--- src/rtl/tx_arbiter.sv ---
// Round-robin owner of one serial transmitter shared by N_REQ packet queues.
// Grants a packet, launches it on the TX handshake and reports completion.
module tx_arbiter #(
  parameter int N_REQ      = 4,
  parameter int DATA_W     = 55,
  parameter int GAP_CYCLES = 2,
  parameter int TIMEOUT    = 1024
) (
  input  logic                    Clk_S,
  input  logic                    Rst_n,
  input  logic [N_REQ-1:0]        Req,
  input  logic [N_REQ*DATA_W-1:0] Req_Data,
  output logic [N_REQ-1:0]        Grant,
  output logic [N_REQ-1:0]        Done,
  output logic                    Busy,
  output logic                    Err,
  input  logic                    TX_Ready,
  output logic [DATA_W-1:0]       TX_Data,
  output logic                    TX_Data_Valid
);

  localparam int PW = $clog2(N_REQ);
  localparam int GW =
    (GAP_CYCLES > 0) ? $clog2(GAP_CYCLES + 1) : 1;
  localparam int TW =
    (TIMEOUT > 1) ? $clog2(TIMEOUT) : 1;

  localparam logic [GW-1:0] GAP_LD  = GW'(GAP_CYCLES);
  localparam logic [TW-1:0] TO_LAST = TW'(TIMEOUT - 1);
  localparam logic [PW-1:0] PTR_RST = PW'(N_REQ - 1);

  typedef enum logic [1:0] {
    IDLE,
    LAUNCH,
    SEND
  } state_t;

  state_t state, state_nx;

  logic [PW-1:0]     rr_ptr, rr_nx;
  logic [PW-1:0]     owner, owner_nx;
  logic [GW-1:0]     gap_cnt, gap_nx;
  logic [TW-1:0]     to_cnt, to_nx;
  logic [DATA_W-1:0] data_q, data_nx;
  logic              valid_q, valid_nx;
  logic              err_q, err_nx;

  logic [PW-1:0]     win;
  logic              win_ok;
  logic [N_REQ-1:0]  grant, done;
  logic              fin;

  // scan downward so the candidate nearest rr_ptr+1 is the last one kept
  always_comb begin
    int            idx;
    logic [PW-1:0] ix;
    win    = '0;
    win_ok = 1'b0;
    idx    = 0;
    ix     = '0;
    for (int k = N_REQ; k >= 1; k--) begin
      idx = (int'(rr_ptr) + k) % N_REQ;
      ix  = idx[PW-1:0];
      if (Req[ix]) begin
        win    = ix;
        win_ok = 1'b1;
      end
    end
  end

  always_comb begin
    state_nx = state;
    rr_nx    = rr_ptr;
    owner_nx = owner;
    gap_nx   = gap_cnt;
    to_nx    = to_cnt;
    data_nx  = data_q;
    valid_nx = valid_q;
    err_nx   = err_q;
    grant    = '0;
    done     = '0;
    fin      = 1'b0;

    unique case (state)
      IDLE: begin
        valid_nx = 1'b0;
        if (gap_cnt != '0) begin
          gap_nx = gap_cnt - 1'b1;
        end else if (TX_Ready && win_ok) begin
          grant[win] = 1'b1;
          owner_nx   = win;
          data_nx    =
            Req_Data[int'(win)*DATA_W +: DATA_W];
          valid_nx   = 1'b1;
          to_nx      = '0;
          state_nx   = LAUNCH;
        end
      end
      LAUNCH: begin
        to_nx = to_cnt + 1'b1;
        if (!TX_Ready) begin
          valid_nx = 1'b0;
          to_nx    = '0;
          state_nx = SEND;
        end else if (to_cnt == TO_LAST) begin
          fin    = 1'b1;
          err_nx = 1'b1;
        end
      end
      SEND: begin
        to_nx = to_cnt + 1'b1;
        if (TX_Ready) begin
          fin = 1'b1;
        end else if (to_cnt == TO_LAST) begin
          fin    = 1'b1;
          err_nx = 1'b1;
        end
      end
      default: state_nx = IDLE;
    endcase

    // normal completion and timeout abort release the owner the same way
    if (fin) begin
      done[owner] = 1'b1;
      rr_nx       = owner;
      gap_nx      = GAP_LD;
      valid_nx    = 1'b0;
      state_nx    = IDLE;
    end
  end

  always_ff @(posedge Clk_S or negedge Rst_n) begin
    if (!Rst_n) begin
      state   <= IDLE;
      rr_ptr  <= PTR_RST;
      owner   <= '0;
      gap_cnt <= '0;
      to_cnt  <= '0;
      data_q  <= '0;
      valid_q <= 1'b0;
      err_q   <= 1'b0;
    end else begin
      state   <= state_nx;
      rr_ptr  <= rr_nx;
      owner   <= owner_nx;
      gap_cnt <= gap_nx;
      to_cnt  <= to_nx;
      data_q  <= data_nx;
      valid_q <= valid_nx;
      err_q   <= err_nx;
    end
  end

  // pulses are combinational, so hold them off while reset is asserted
  assign Grant         = Rst_n ? grant : '0;
  assign Done          = Rst_n ? done : '0;
  assign Busy          = (state != IDLE);
  assign Err           = err_q;
  assign TX_Data       = data_q;
  assign TX_Data_Valid = valid_q;

endmodule

--- config.mk ---
export PLATFORM = sky130hd
export DESIGN_NAME = tx_arbiter
export DESIGN_NICKNAME = d
export VERILOG_FILES = /design/src/rtl/tx_arbiter.sv
export SDC_FILE = /design/constraint.sdc
export NUM_CORES = 1
export LEC_CHECK = 0
export ABC_AREA = 1
export CAP_MARGIN = 20
export CORE_ASPECT_RATIO = 1.2
export CORE_MARGIN = 5
export CORE_UTILIZATION = 44
export CTS_CLUSTER_SIZE = 12
export DETAILED_ROUTE_END_ITERATION = 8
export PLACE_DENSITY = 0.86
export RECOVER_POWER = 50
export SYNTH_ARGS = -nofsm -noshare
export SYNTH_HDL_FRONTEND = slang
export SYNTH_SLANG_ARGS = --single-unit
export TNS_END_PERCENT = 10
--- constraint.sdc ---
create_clock -name Clk_S -period 5.5 [get_ports Clk_S]
set_input_delay 0.825 -clock Clk_S [delete_from_list [all_inputs] [get_ports Clk_S]]
set_output_delay 0.825 -clock Clk_S [all_outputs]
set_load 0.01 [all_outputs]
After elaboration in Yosys (flattened, before gate mapping)
Cells that the tools add are included.
{"block": "totals", "ff_bits": 75, "latch_bits": 0, "ramBits": 0, "rom_bits": 0, "inputBits": 227, "wordCells": 104, "n_memories": 0}
{"block": "classes", "add_sub_neg": 6, "multipliers": 1, "div": 0, "order_cmp": 8, "eq_ne": 11, "n_shift": 1, "n_mux": 51, "bitwise_logic": 1, "n_reduce_logical": 17}
{"operator": "$shiftx A220 B9 Y55", "n": 1}
{"operator": "$mux W10", "n": 3}
{"operator": "$pmux W10 S3", "n": 1}
{"operator": "$mux W4", "n": 6}
{"operator": "$mux W2", "n": 11}
{"operator": "$mux W1", "n": 20}
{"operator": "$lt A2 B3 Y1 const B", "n": 6}
{"operator": "$add A10 B1 Y10 const B", "n": 1}
{"operator": "$eq A10 B10 Y1 const B", "n": 1}
{"operator": "$ne A2 B2 Y1 const B", "n": 5}
{"operator": "$reduce_bool A2 Y1", "n": 5}
{"operator": "$ne A3 B3 Y1 const B", "n": 3}
{"operator": "$reduce_and A3 Y1", "n": 3}
{"operator": "$bmux W1 S2", "n": 4}
{"operator": "$mul A2 B6 Y8 const B", "n": 1}
{"operator": "$pmux W1 S2", "n": 3}
{"operator": "$pmux W2 S3", "n": 1}
{"operator": "$reduce_bool A3 Y1", "n": 2}
{"operator": "$add A2 B1 Y2 const B", "n": 2}
{"operator": "$add A2 B2 Y2 const B", "n": 2}
{"operator": "$demux W1 S2", "n": 2}
{"operator": "$ge A2 B1 Y1 const B", "n": 2}
{"operator": "$reduce_and A2 Y1", "n": 2}
{"operator": "$reduce_and A4 Y1", "n": 1}
{"operator": "other kinds (6)", "n": 8}

Logic depth before layout (Yosys ltp)
Gate-level depths: netlist (run 1).
{"block": "depth", "ltp_word": 15, "depth_mapped": 16, "mapped_depth_nobuf": 14}

Least setup slack after synthesis (run 1)
OpenSTA, ideal clock, no wires.
{"block": "synth_path", "path_kind": "input-to-output", "startpoint": "in Req[2]", "endpoint": "out Grant[1]", "t_arrival_ns": 1.963, "path_slack_ns": 2.712, "cell_stages": 10, "cell_sequence": "inv_1 -> o21ai_2 -> nor2_1 -> nor2_1 -> nand3_2 -> nand2_4 -> buf_6 -> buf_2 -> nand3_1 -> nor2_1"}
{"block": "synth_between", "elab_chain_len": 14}
{"item": "start, declared", "line": "11", "text": "input logic [N_REQ-1:0] Req,"}
{"item": "$bmux W1 S2", "line": "64", "text": "if (Req[ix]) begin"}
{"item": "$mux W1 (not written as such)", "line": "64"}
{"item": "$mux W2 (4 in series)", "line": "64"}
{"item": "$lt A2 B3 Y1 (not written as such) or $ge A2 B1 Y1 (tied branches)", "line": "90", "text": "grant[win] = 1'b1;"}
{"item": "$logic_and A1 B1 Y1 (not written as such)", "line": "90"}
{"item": "$mux W1 (not written as such)", "line": "90"}
{"item": "$demux W1 S2", "line": "90"}
{"item": "$mux W4 (*)", "line": "89", "text": "end else if (TX_Ready && win_ok) begin"}
{"item": "$mux W4 (*)", "line": "87", "text": "if (gap_cnt != '0) begin"}
{"item": "$mux W4 (*)", "line": "84", "text": "unique case (state)"}
{"item": "$mux W4 (*)", "line": "155", "text": "assign Grant = Rst_n ? grant : '0;"}
{"item": "end, declared", "line": "13", "text": "output logic [N_REQ-1:0] Grant,"}
Mark *: on every way between the ends. The rest lies on a longest branch, timed or not. The select of a mux whose other input is x is not followed.

Worst setup path in the final report (run 1)
Same ends and word-level chain as after synthesis.

==> results of run 1 <==
[cell usage in the layout, fill, tap and decap left out, drive strengths merged]
cell type / Yosys / layout
nor3: 6 / 6
clkinv: 0 / 1
a21oi: 5 / 5
ha: 7 / 7
nor3b: 2 / 2
dlygate4sd3: 0 / 32
clkinvlp: 0 / 2
o21a: 1 / 1
nor2: 21 / 21
bufinv: 0 / 2
nand2: 264 / 264
clkbuf: 8 / 11
nor4: 1 / 1
o211ai: 41 / 41
xor2: 1 / 1
nand3: 158 / 158
dfrtp: 73 / 73
a21boi: 2 / 2
dfstp: 2 / 2
inv: 174 / 175
o2bb2ai: 1 / 1
o22ai: 1 / 1
buf: 40 / 6
clkdlybuf4s50: 0 / 259
or2: 42 / 42
o21ai: 22 / 22
o41ai: 1 / 1
nand4: 5 / 5
[where the power goes]
group	total, mW	internal [mW]	switching, mW
logic	2.76	1.11	1.65
registers	0.920	0.784	0.135
clock network	0.638	0.398	0.240
total	4.32	2.29	2.02
[stage by stage]
stage | cell area, um^2 | utilization
floorplan | 5730 | -
global placement | 8570 | 0.673
detailed placement | 8570 | 0.673
CTS | 8880 | 0.698
global route | 8940 | 0.702
finish | 8940 | 0.702
[metal layers]
| layer | vias to the layer above | share of wire | routed length (um) |
|---|---|---|---|
| met4 | 0 | 0.038 | 749 |
| met2 | 246 | 0.52 | 10200 |
| met1 | 2913 | 0.37 | 7330 |
| met5 | - | 0 | 0 |
| li1 | 3260 | - | - |
| met3 | 47 | 0.072 | 1410 |
[flip-flops by register name, indices dropped and copies added (netlist names)]
name           cells
rr_ptr             2
state              2
TX_Data_Valid      1
gap_cnt            2
owner              2
to_cnt            10
TX_Data           55
Err                1
[cells by family after synthesis]
family | count (synthesis) | share of synthesized area
simple gates | 499 | 0.396
xor+xnor | 1 | 0.00153
buf+inv | 222 | 0.169
compound gates | 74 | 0.0893
flops | 75 | 0.328
fa+ha+maj | 7 | 0.0153
[layout make-up]
cell class / count / area (um^2) / share of cell area
Inverter: 174 / 653 / 0.0731
Multi-Input combinational cell: 581 / 2880 / 0.322
Sequential cell: 75 / 1880 / 0.210
Tap cell: 164 / 205 / 0.0230
Clock buffer: 10 / 229 / 0.0256
Clock inverter: 6 / 88.8 / 0.00994
Timing Repair Buffer: 298 / 3000 / 0.336
[worst max-delay path, cell delays in order]
cell and delay [ps]:
clkdlybuf4s50_1 480, inv_1 70, o21ai_2 190, nor2_1 90, nor2_1 120, nand3_2 480, nand2_4 330, nand3_1 130
nor2_1 120, clkdlybuf4s50_1 570
[worst max path at each step]
| stage | to | slack [ps] | cells after the start |
|---|---|---|---|
| 6_report | Grant[1] | 1270 | 10 |
| 5_1_grt | Grant[1] | 1070 | 10 |
| 3_3_place_gp | Grant[1] | 1300 | 10 |
| 2_1_floorplan | Grant[1] | 2710 | 10 |
| 3_5_place_dp | Grant[1] | 1280 | 10 |
| 4_1_cts | Grant[1] | 1280 | 10 |
==> metrics.md, run 1 <==
| Metric | Value |
|---|---|
| CTS Sinks | 75 |
| CTS Buf Count | 9 |
| Busiest grt layer | met2 |
| DR WL/cell | 15.1 um |
| Most instantiated cells after synthesis | nand2_1 (257), inv_1 (170), nand3_1 (156) |
| First-pass GRT wire length | 31200 um |
| Port Buf Inserts | 292 |
| GRT met3 Usage | 0.0663 |
| Netlist Area Pre-Place | 5730 um^2 |
| Crit. End Element | primary output |
| CTS Hold Bufs | 0 |
| I/O pins | 293 |
| Req. time, crit path | 4680 ps |
| Total power | 4.32 mW |
| Die W | 114 um |
| Post-synth EDFFs | 0 |
| Reg clk slew, reported paths | 60 ps |
| Final hold slack | 473 ps |
| Final HPWL DP | 14900 um |
| Vias/cell | 4.94 |
| CTS Buffer Depth | 2 |
| Distinct cells, synth | 37 |
| DRT Pass-1 Iters | 5 |
| Synth area leaders | dfrtp_1 (32%), nand2_1 (17%), nand3_1 (14%) |
| Slew HR | -0.369 |
| Diodes inserted | 0 |
| Clk_lat worst skew | 340 ps |
| # rows | 45 |
| Syn nets | 1112 |
| Final ANT Viol Nets | 0 |
| Fmax | 0.236 GHz |
| CP startpoint | Req[2] |
| Met2 Usage GRT | 0.455 |
| Primary FF master, synth | dfrtp_1 |
| Synth warnings | 0 |
| Post-synth top area cell | dfrtp_1 |
| Final hold vios | 0 |
| Pin count of the biggest net entering global routing | 133 |
| Pre-CTS setup slack | 1280 ps |
| Total GRT Usage | 0.254 |
| Mean post-synth cell area | 6.52 um^2 |
| Cell with the most instances after synthesis | nand2_1 |
| Worst Setup Start Kind | input pin |
| Initial drt markers | 382 |
| Area Overhead vs Synth | 56.0% |
| Outcome | finished, violations left |
| Pwr Density | 483 nW/um^2 |
| Largest vdd supply drop | 0.608 mV |
| Non-Filler Instances | 1308 |
| Number of synthesized register bits | 75 |
| Residual DRC | 0 |
| H-tree depth | 3 |
| R2r startpoint | rr_ptr[0] |
| Failing checks | capacitance limit, slew limit |
| Worst r2r path cells | 13 |
| Aggregate routed wire length | 19700 um |
| Setup Skew | 5.09 ps |
| Worst slew pin tran | 2050 ps |
| Post-synth ARST share | 1.00 |
| Max_cap viols | 1 |
| Crit Path Max Fanout | 29 |
| Register area share after synthesis | 0.328 |
| Grt total ovfl | 0 |
| Leakage | 4.45 nW |
| Cell count after placement | 1290 |
| M1 GR Usage | 0.283 |
| Hold WC Path Type | in2async |
| Final nets | 1373 |
| Starting Density | 0.450 |
| Layout cells sized above 1 | 0.0664 |
| Core ar. | 12700 um^2 |
| # resized after CTS | 0 |
| WS Path Type | in2out |
| Fin crit share | 0.769 |
| Via count | 6466 |
| DIE AREA | 15400 um^2 |
| RSZ-0062 raised after global routing | false |
| Reg-to-Reg End | TX_Data[17] |
| GPL Wtd Cong | 0.858 |
| CTS tree | built |
| Vias in the first global route | 6251 |
| Final Worst Setup Slack | 1270 ps |
| Setup Fix Bufs, Post-CTS | 0 |
| Crit path DAT | 3410 ps |
| Reg2reg setup slack | 2360 ps |
| Count of final max-slew check failures | 38 |
| Count of mapped cells out of synthesis | 878 |
| Antenna violations before repair | 0 |
| Period minus WS final | 4230 ps |
| Root Buffer Master | clkbuf_16 |
| Fin Setup TNS | 0 ps |
| Die Ht | 135 um |
| Final setup vio count | 0 |
| Top cell type's share of synthesized area | 0.319 |
| Fill count | 1117 |
Power figures use the tool's default switching activity.
==> inputs of run 2 (changes only) <==
CORE_UTILIZATION = 41   (was 44)
PLACE_DENSITY = 0.81   (was 0.86)
clock period = 4.2 ns   (was 5.5 ns; I/O delays follow)
==> run 2 against run 1 <==
Effect of this change:
- the flow still finishes with violations (capacitance limit, slew limit)
- global-route usage fell by 2.6 points
- first-iteration DRC count up 11%
- via count decreased by 1.7%
- sequential cell count is the same
- final cell count grew 0.92%
- register-to-register slack lost 910 ps
- worst setup slack got worse by 680 ps
- clock power is 24% higher
- critical endpoint is now Done[1]
- largest cell class unchanged
==> metrics.md, run 2 (synthesized netlist as in run 1, its figures left out) <==
| Metric | Value |
|---|---|
| Worst Setup Start Kind | input pin (unchanged) |
| Via count | 6354 (was 6466) |
| Period minus WS final | 3610 ps |
| H-tree depth | 3 (unchanged) |
| Count of final max-slew check failures | 38 (unchanged) |
| Final ANT Viol Nets | 0 (unchanged) |
| Worst r2r path cells | 14 (was 13) |
| CP cell instances | clkdlybuf4s50_1 -> a21oi_1 -> nor2_1 -> nand2_1 -> inv_2 -> nand2_1 -> nor3_1 -> clkdlybuf4s50_1 (was clkdlybuf4s50_1 -> inv_1 -> o21ai_2 -> nor2_1 -> nor2_1 -> nand3_2 -> nand2_4 -> nand3_1 -> nor2_1 -> clkdlybuf4s50_1) |
| Busiest grt layer | met2 (unchanged) |
| Pre-CTS setup slack | 609 ps (was 1280 ps) |
| Setup Fix Bufs, Post-CTS | 0 (unchanged) |
| Met2 Usage GRT | 0.401 (was 0.455) |
| First-pass GRT wire length | 30600 um (was 31200 um) |
| GPL Wtd Cong | 0.896 (was 0.858) |
| Final setup vio count | 0 (unchanged) |
| Capture point of the critical path | Done[1] (was Grant[1]) |
| Total GRT Usage | 0.228 (was 0.254) |
| Clk_lat worst skew | 330 ps (was 340 ps) |
| CTS tree | built (unchanged) |
| Req. time, crit path | 3570 ps (was 4680 ps) |
| Final nets | 1378 (was 1373) |
| Pwr Density | 629 nW/um^2 (was 483 nW/um^2) |
| Die Ht | 139 um (was 135 um) |
| Fin crit share | 0.860 |
| # resized after CTS | 0 (unchanged) |
| CTS Hold Bufs | 0 (unchanged) |
| Layout cells sized above 1 | 0.0714 (was 0.0664) |
| Final HPWL DP | 14900 um (about the same) |
| Final hold vios | 0 (unchanged) |
| Antenna violations before repair | 0 (unchanged) |
| GRT met3 Usage | 0.0499 (was 0.0663) |
| Fin Setup TNS | 0 ps (unchanged) |
| CTS Buf Count | 9 (unchanged) |
| Aggregate routed wire length | 19400 um (was 19700 um) |
| Vias/cell | 4.81 (was 4.94) |
| Fmax | 0.277 GHz |
| Area Overhead vs Synth | 56.1% (was 56.0%) |
| DIE AREA | 16400 um^2 (was 15400 um^2) |
| Die W | 118 um (was 114 um) |
| Hold WC Path Type | in2async (unchanged) |
| Vias in the first global route | 5925 (was 6251) |
| Worst slew pin tran | 2130 ps (was 2050 ps) |
| Post-route design area | 8940 um^2 (about the same) |
| Most common cell after layout, fill and taps aside | clkdlybuf4s50_1 (unchanged) |
| Slew HR | -0.423 (was -0.369) |
| M1 GR Usage | 0.272 (was 0.283) |
| Failing checks | capacitance limit, slew limit (unchanged) |
| Most frequent cells in the layout | clkdlybuf4s50_1 (259), nand2_1 (257), inv_1 (170) (unchanged) |
| CTS Sinks | 75 (unchanged) |
| Core ar. | 13800 um^2 (was 12700 um^2) |
| Residual DRC | 0 (unchanged) |
| Crit Path Max Fanout | 8 (was 29) |
| Pin count of the biggest net entering global routing | 105 (was 133) |
| CTS Buffer Depth | 2 (unchanged) |
| Outcome | finished, violations left (unchanged) |
| Worst path max stage delay | 640 ps (was 570 ps) |
| Grt total ovfl | 0 (unchanged) |
| WS Path Type | in2out (unchanged) |
| Setup Skew | 7.64 ps (was 5.09 ps) |
| Port Buf Inserts | 292 (unchanged) |
| Final Worst Setup Slack | 587 ps (was 1270 ps) |
| Cell area after placement | 8640 um^2 (was 8570 um^2) |
| Crit. End Element | primary output (unchanged) |
| Max_cap viols | 1 (unchanged) |
| I/O pins | 293 (unchanged) |
| Diodes inserted | 0 (unchanged) |
| Crit path DAT | 2980 ps (was 3410 ps) |
| Largest register FFs | 55 (unchanged) |
| R2r startpoint | rr_ptr[0] (unchanged) |
| Leakage | 4.46 nW (was 4.45 nW) |
| Starting Density | 0.416 (was 0.450) |
| # rows | 47 (was 45) |
| Critical path's slowest cell | clkdlybuf4s50_1 (unchanged) |
| CP startpoint | TX_Ready (was Req[2]) |
| Reg clk slew, reported paths | 60 ps (about the same) |
| DRT Pass-1 Iters | 5 (unchanged) |
| Root Buffer Master | clkbuf_16 (unchanged) |
| DR WL/cell | 14.7 um (was 15.1 um) |
| Reg2reg setup slack | 1450 ps (was 2360 ps) |
| Final hold slack | 289 ps (was 473 ps) |
| Initial drt markers | 424 (was 382) |
| RSZ-0062 raised after global routing | false (unchanged) |
| Reg-to-Reg End | TX_Data[49] (was TX_Data[17]) |
| Largest vdd supply drop | 1.18 mV (was 0.608 mV) |
[run 2: cell count changes in the layout (fill, tap and decap cells not counted)]
cell        previous run  this run
clkbuf_1               2         1
clkinvlp_4             2         1
buf_12                 0         1
buf_16                 2         0
buf_4                  4        10
inv_6                  1         0
bufinv_16              2         1
clkinv_4               0         2
clkbuf_8               0         1
clkinv_2               1         2
[run 2: worst min-delay path by stage]
stage / end / slack, ps / start
final: to_cnt[4] / 290 / Rst_n
after global routing: TX_Data[16] / 340 / Rst_n
after CTS: to_cnt[5] / 310 / Rst_n
after global placement: TX_Data[24] / 460 / TX_Data[24]
after floorplan: Err / 330 / Rst_n
after detailed placement: TX_Data[20] / 460 / TX_Data[20]
[run 2: routing by layer]
layer,up-vias,wire length (um)
met3,38,1390
met2,238,9930
li1,3272,-
met4,0,633
met1,2806,7460
met5,-,0
[run 2: worst max-delay path: cells and delay by family]
family / cells / cell delay [ps]
simple gates: 4 / 820
buf+inv: 3 / 1350
compound gates: 1 / 180
[run 2: layout make-up]
| type | instances | area, um^2 |
|---|---|---|
| sequential | 75 | 1880 |
| inverter | 174 | 653 |
| tap | 171 | 214 |
| fill | 1223 | 4820 |
| clock buffer | 10 | 239 |
| clock inverter | 6 | 65.1 |
| multi-input combinational | 581 | 2880 |
| timing repair buffer | 303 | 3010 |
[run 2: stage by stage]
stage / util / power, mW / std cells
after floorplan: - / 3.81 / 878
after global placement: 0.628 / 4.83 / 1304
after detailed placement: 0.628 / 4.89 / 1304
after CTS: 0.650 / 5.71 / 1320
after global routing: 0.650 / 6.15 / 1320
final: 0.650 / 5.62 / 1320
[run 2: report_power, final]
group | switching, mW | total [mW] | internal (mW)
clock network | 0.315 | 0.792 | 0.476
registers | 0.176 | 1.20 | 1.03
logic | 2.18 | 3.63 | 1.45
